## src/rtl/branch_predictor.sv

```systemverilog
// Direct-mapped BTB with tag, target and saturating counter per entry.
// Build option: BP_BYPASS_EN forwards a same-cycle update to the lookup.
module branch_predictor #(
   parameter int DATA_W  = 64,
   parameter int ENTRIES = 16,
   parameter int TAG_W   = 8,
   parameter int CNT_W   = 2
) (
   input  logic              clk,
   input  logic              srst,
   input  logic              enable,
   input  logic              flush_bp,
   input  logic [DATA_W-1:0] lookup_pc,
   output logic              pred_hit,
   output logic              pred_taken,
   output logic [DATA_W-1:0] pred_pc,
   input  logic              upd_valid,
   input  logic [DATA_W-1:0] upd_pc,
   input  logic              upd_is_jump,
   input  logic              upd_taken,
   input  logic [DATA_W-1:0] upd_target,
   input  logic              upd_pred_taken,
   output logic              mispredict,
   output logic [31:0]       perf_updates,
   output logic [31:0]       perf_mispredicts
);

   localparam int IDX_W = $clog2(ENTRIES);
   localparam logic [CNT_W-1:0] CNT_MAX = {CNT_W{1'b1}};
   localparam logic [CNT_W-1:0] CNT_WNT = {1'b0, {(CNT_W-1){1'b1}}};
   localparam logic [CNT_W-1:0] CNT_WT  = {1'b1, {(CNT_W-1){1'b0}}};

   logic              valid_q [ENTRIES];
   logic [TAG_W-1:0]  tag_q   [ENTRIES];
   logic [DATA_W-1:0] tgt_q   [ENTRIES];
   logic [CNT_W-1:0]  cnt_q   [ENTRIES];

   logic              mis_q;
   logic [31:0]       perf_upd_q;
   logic [31:0]       perf_mis_q;

   logic [IDX_W-1:0]  uidx;
   logic [TAG_W-1:0]  utag;
   logic [IDX_W-1:0]  lidx;
   logic [TAG_W-1:0]  ltag;
   logic              u_hit;
   logic              mis_d;

   logic              wr_en;
   logic [DATA_W-1:0] wr_tgt;
   logic [CNT_W-1:0]  wr_cnt;

   logic              e_valid;
   logic [TAG_W-1:0]  e_tag;
   logic [DATA_W-1:0] e_tgt;
   logic [CNT_W-1:0]  e_cnt;

   logic              unused_pc_bits;

   assign uidx = upd_pc[IDX_W+1:2];
   assign utag = upd_pc[IDX_W+TAG_W+1:IDX_W+2];
   assign lidx = lookup_pc[IDX_W+1:2];
   assign ltag = lookup_pc[IDX_W+TAG_W+1:IDX_W+2];

   assign unused_pc_bits = ^{upd_pc[DATA_W-1:IDX_W+TAG_W+2], upd_pc[1:0]};

   assign u_hit = valid_q[uidx] && (tag_q[uidx] == utag);

   // A jump the IF stage already predicted taken is never a mispredict.
   assign mis_d = upd_valid && (upd_taken != upd_pred_taken)
                  && !(upd_is_jump && upd_pred_taken);

   always_comb begin
      wr_en  = 1'b0;
      wr_tgt = tgt_q[uidx];
      wr_cnt = cnt_q[uidx];
      if (upd_valid) begin
         if (u_hit) begin
            wr_en = 1'b1;
            if (upd_is_jump) begin
               wr_cnt = CNT_MAX;
               wr_tgt = upd_target;
            end else if (upd_taken) begin
               wr_tgt = upd_target;
               if (cnt_q[uidx] != CNT_MAX)
                  wr_cnt = cnt_q[uidx] + 1'b1;
            end else if (cnt_q[uidx] != '0) begin
               wr_cnt = cnt_q[uidx] - 1'b1;
            end
         end else if (upd_taken || upd_is_jump) begin
            wr_en  = 1'b1;
            wr_tgt = upd_target;
            wr_cnt = upd_is_jump ? CNT_MAX : CNT_WT;
         end
      end
   end

   always_ff @(posedge clk) begin
      if (srst) begin
         for (int i = 0; i < ENTRIES; i++) begin
            valid_q[i] <= 1'b0;
            tag_q[i]   <= '0;
            tgt_q[i]   <= '0;
            cnt_q[i]   <= CNT_WNT;
         end
         mis_q      <= 1'b0;
         perf_upd_q <= '0;
         perf_mis_q <= '0;
      end else if (enable) begin
         if (flush_bp) begin
            for (int i = 0; i < ENTRIES; i++)
               valid_q[i] <= 1'b0;
         end else if (wr_en) begin
            valid_q[uidx] <= 1'b1;
            tag_q[uidx]   <= utag;
            tgt_q[uidx]   <= wr_tgt;
            cnt_q[uidx]   <= wr_cnt;
         end
         mis_q <= mis_d;
         if (upd_valid && perf_upd_q != 32'hFFFF_FFFF)
            perf_upd_q <= perf_upd_q + 32'd1;
         if (mis_d && perf_mis_q != 32'hFFFF_FFFF)
            perf_mis_q <= perf_mis_q + 32'd1;
      end
   end

   always_comb begin
      e_valid = valid_q[lidx];
      e_tag   = tag_q[lidx];
      e_tgt   = tgt_q[lidx];
      e_cnt   = cnt_q[lidx];
`ifdef BP_BYPASS_EN
      if (enable && upd_valid && lidx == uidx && ltag == utag) begin
         if (flush_bp) begin
            e_valid = 1'b0;
         end else if (wr_en) begin
            e_valid = 1'b1;
            e_tag   = utag;
            e_tgt   = wr_tgt;
            e_cnt   = wr_cnt;
         end
      end
`endif
   end

   assign pred_hit   = e_valid && (e_tag == ltag);
   assign pred_taken = pred_hit && e_cnt[CNT_W-1];
   assign pred_pc    = pred_taken ? e_tgt : lookup_pc + DATA_W'(4);

   assign mispredict       = mis_q;
   assign perf_updates     = perf_upd_q;
   assign perf_mispredicts = perf_mis_q;

endmodule

```

## config.mk

```make
export PLATFORM = sky130hd
export DESIGN_NAME = branch_predictor
export DESIGN_NICKNAME = d
export VERILOG_FILES = /design/src/rtl/branch_predictor.sv
export SDC_FILE = /design/constraint.sdc
export NUM_CORES = 2
export LEC_CHECK = 0
export CORE_MARGIN = 2
export CORE_UTILIZATION = 25
export CTS_BUF_LIST = sky130_fd_sc_hd__clkbuf_2 sky130_fd_sc_hd__clkbuf_4 sky130_fd_sc_hd__clkbuf_8
export DETAILED_ROUTE_END_ITERATION = 8
export GPL_TIMING_DRIVEN = 0
export PLACE_DENSITY = 0.48
export SLEW_MARGIN = 10
export SYNTH_ARGS = -nofsm -noshare
export SYNTH_HDL_FRONTEND = slang
export SYNTH_SLANG_ARGS = --single-unit
```

## constraint.sdc

```tcl
create_clock -name clk -period 4.7 [get_ports clk]
set_clock_uncertainty 0.2 [all_clocks]
set_input_delay 0.94 -clock clk [delete_from_list [all_inputs] [get_ports clk]]
set_output_delay 0.94 -clock clk [all_outputs]
set_load 0.01 [all_outputs]
```

==> metrics <==
status=finished with violations; violations in the final reports=negative setup slack; leading cell type in the layout, fill and taps excluded=sky130_fd_sc_hd__edfxtp_1; average cell area after synthesis=15.4 µm²; share of the clock period used by the worst path after layout=1.20; Layout Area Growth over Synthesis=20.1%; count of antenna-violating nets left after detailed routing=0; Cell Pwr Density=348 nW/µm²; number of buffers added to fix hold violations after cts=0; initial antenna violation count=41; combined area of all synthesized cells=60500 µm²; transition time at the pin with the least slew margin=1250 ps; final count of negative-setup-slack endpoints=66; Worst Hold End=tag_q[14][0]; Max H-tree Level=4; WL per Instance=26.5 µm; hold depth=2; synthesis warning total=0; global placement routability congestion=0.840; Relative slew margins=0.163; WP data required=3560 ps; final hold violations=0; Max rail drop VDD=254 µV; drt first-iter violations=3233; clock-pin slew on the worst setup and hold paths=60 ps; CTS Buf Count=210; Clk network pwr share=0.394; Primary FF master, synth=sky130_fd_sc_hd__edfxtp_1; grt total ovfl=0; final worst hold slack=197 ps; area of the die=246000 µm²; area fraction in compound gates after synthesis=0.0146; top cells by area in the synthesized netlist=sky130_fd_sc_hd__edfxtp_1, sky130_fd_sc_hd__mux4_2, sky130_fd_sc_hd__and2_1, sky130_fd_sc_hd__dfxtp_1, sky130_fd_sc_hd__clkbuf_1; I/O pin count=331; end-of-flow core utilization=0.302; share of the synthesized netlist area taken by xor and xnor gates=0.0195; sequential cell fraction of total power=0.514; library cell occupying the most area in the post-synthesis netlist=sky130_fd_sc_hd__edfxtp_1; switching power=0.00622 W; R2R Setup Slk=630 ps; type of origin of the critical path=input pin; count of unique library cells instantiated by Yosys=60; HPWL after detailed placement=139000 µm; number of instances in the synthesized netlist=3925; combinational share of power=0.092; reported leakage power=24.8 nW; CTS tree=yes; critical path data arrival time=4500 ps; overall routing resource usage=0.166; synthesized net count=4128; min setup slack post-route=-938 ps; starting utilization of the core area=0.252; die height=496 µm; Hold/Removal Path Class=in -> reg; setup repair after global routing missed its margin=true; type of the worst setup path=in -> out; endpoint kind of the worst setup timing path=primary output; post-synthesis share of cell area spent on and, or, nand and nor gates=0.153; proportion of synthesized area in mux cells=0.171; adder-cell area share of the yosys netlist=0.000620; final count of pins violating max slew=0; total number of placement rows=180; proportion of layout cells with a drive suffix above 1=0.244; Die X=496 µm; clock root buffer=sky130_fd_sc_hd__clkbuf_8; Worst Hold Launch=upd_pc[6]; R2R depth=8; DRC violations left=0; part of the Yosys area used for sequential elements=0.614; timing-limited maximum frequency=177 MHz; total wirelength of the detailed-routed design=208000 µm; number of nets in the finished design=4657; number of synthesized register bits=1265; number of enable-type register cells in the synthesized netlist=1184; global-route wire length before repair=287000 µm; async set-reset flop share out of synthesis=0; main combinational cell family by area after synthesis=multiplexers; PortBufs=266; core box area=241000 µm²; start of the worst register-to-register path=tag_q[15][5]; worst-path maximum fanout=10; TNS Setup=-51310 ps; vias in the first global route=37108; top cell type's share of synthesized area=0.588; Fill cells=24157; via count of the routed design=36074; critical register-to-register path endpoint=cnt_q[10][1]; net switching fraction of the power=0.246; pre-CTS setup slack=-3380 ps; clock buffer depth=3; most frequent cells in the layout=sky130_fd_sc_hd__edfxtp_1, sky130_fd_sc_hd__and2_1, sky130_fd_sc_hd__mux4_2, sky130_fd_sc_hd__clkbuf_8, sky130_fd_sc_hd__clkdlybuf4s50_1; number of maximum-capacitance constraint violations=0; internal cell power=0.0191 W; shortest clock period the worst path allows after layout=5640 ps; clock latency of the later-clocked register in the worst-skew pair=970 ps; Vias per Instance=4.61; CTS sink cnt=1265; largest net degree at the start of global routing=41; router iterations before antenna repair=5
## worst max-delay path by stage
stage	cells past startpoint	start	endpoint	slack, ps
after floorplan	11	lookup_pc[2]	pred_pc[10]	10
after global placement	11	lookup_pc[3]	pred_pc[52]	-6200
after detailed placement	10	lookup_pc[3]	pred_pc[29]	-3380
after CTS	11	tag_q[7][3]	pred_pc[51]	-1090
after global routing	10	tag_q[14][4]	pred_pc[60]	-1000
final	10	lookup_pc[3]	pred_pc[55]	-940
## per-layer routing
layer | up-vias | wire [µm] | part of all wire | track usage
met4 | 24 | 6370 | 0.031 | 0.0563
met3 | 293 | 12300 | 0.060 | 0.0275
li1 | 15665 | - | - | -
met5 | - | 142 | 0.00068 | 0
met1 | 18877 | 91400 | 0.44 | 0.229
met2 | 1215 | 97300 | 0.47 | 0.265
## worst max-delay path, cell delays in order
cell                              delay [ps]
sky130_fd_sc_hd__clkdlybuf4s15_2         340
sky130_fd_sc_hd__buf_4                   280
sky130_fd_sc_hd__buf_4                   280
sky130_fd_sc_hd__buf_4                   310
sky130_fd_sc_hd__buf_4                   290
sky130_fd_sc_hd__clkbuf_4                300
sky130_fd_sc_hd__mux4_2                  400
sky130_fd_sc_hd__mux4_2                  540
sky130_fd_sc_hd__mux2_2                  280
sky130_fd_sc_hd__clkdlybuf4s50_1         470
## synth_stat cells, types with 25 or more instances
library cell and count:
sky130_fd_sc_hd__edfxtp_1 1184, sky130_fd_sc_hd__and2_1 1165, sky130_fd_sc_hd__mux4_2 396, sky130_fd_sc_hd__clkbuf_1 253
sky130_fd_sc_hd__nor2_1 98, sky130_fd_sc_hd__dfxtp_1 81, sky130_fd_sc_hd__xnor2_1 74, sky130_fd_sc_hd__nand2_1 72
sky130_fd_sc_hd__xor2_1 61, sky130_fd_sc_hd__mux2_4 50, sky130_fd_sc_hd__mux2i_1 44, sky130_fd_sc_hd__nand3_1 44
sky130_fd_sc_hd__or2_2 35, sky130_fd_sc_hd__buf_2 34, sky130_fd_sc_hd__nand4_1 28, sky130_fd_sc_hd__inv_1 25
## metrics by stage
| step | total power, W | instances | area, µm² |
|---|---|---|---|
| after floorplan | 0.0144 | 3925 | 60500 |
| after global placement | 0.0155 | 7376 | 67200 |
| after detailed placement | 0.0155 | 7399 | 67700 |
| after CTS | 0.0256 | 7798 | 72400 |
| after global routing | 0.0261 | 7817 | 72600 |
| final | 0.0253 | 7830 | 72700 |
## final cells by class
| type | instances | area, µm² | share of cell area |
|---|---|---|---|
| Inverter | 25 | 97.6 | 0.00134 |
| Tap cell | 3185 | 3990 | 0.0548 |
| Timing Repair Buffer | 312 | 3350 | 0.0460 |
| Clock buffer | 310 | 3670 | 0.0505 |
| Buffer | 339 | 1870 | 0.0258 |
| Sequential cell | 1265 | 37200 | 0.512 |
| Antenna cell | 19 | 47.5 | 0.000654 |
| Multi-Input combinational cell | 2301 | 21900 | 0.302 |
| Clock inverter | 74 | 536 | 0.00737 |
## flip-flops by register name, indices dropped and copies added, names as in the netlist
register / cells
valid_q: 16
mispredict: 1
perf_mispredicts: 32
perf_updates: 32
tgt_q: 1024
cnt_q: 32
tag_q: 128
## power groups by stage
stage	registers [W]	clock network (W)	logic (W)
2_1_floorplan	0.0132	0	0.00126
3_3_place_gp	0.0132	0	0.00225
3_5_place_dp	0.0132	0	0.00232
4_1_cts	0.0130	0.0102	0.00236
5_1_grt	0.0130	0.0107	0.00246
6_report	0.0130	0.00997	0.00233
## cell families after synthesis
group	after synthesis
multiplexers	511
AND/OR/NAND/NOR	1548
buffers and inverters	366
flip-flops	1265
AO/OA/AOI/OAI	97
adder cells (fa/ha/maj)	3
XOR/XNOR	135
## repair_timing
item                                    4_1_cts  5_1_grt
endpoints found under the setup margin     1473      153
gates cloned                                  6        3
gates resized for setup                     252      180
buffers inserted                             11        9
pin swaps                                     5        4
No activity file was read; power rests on OpenSTA's default activity.
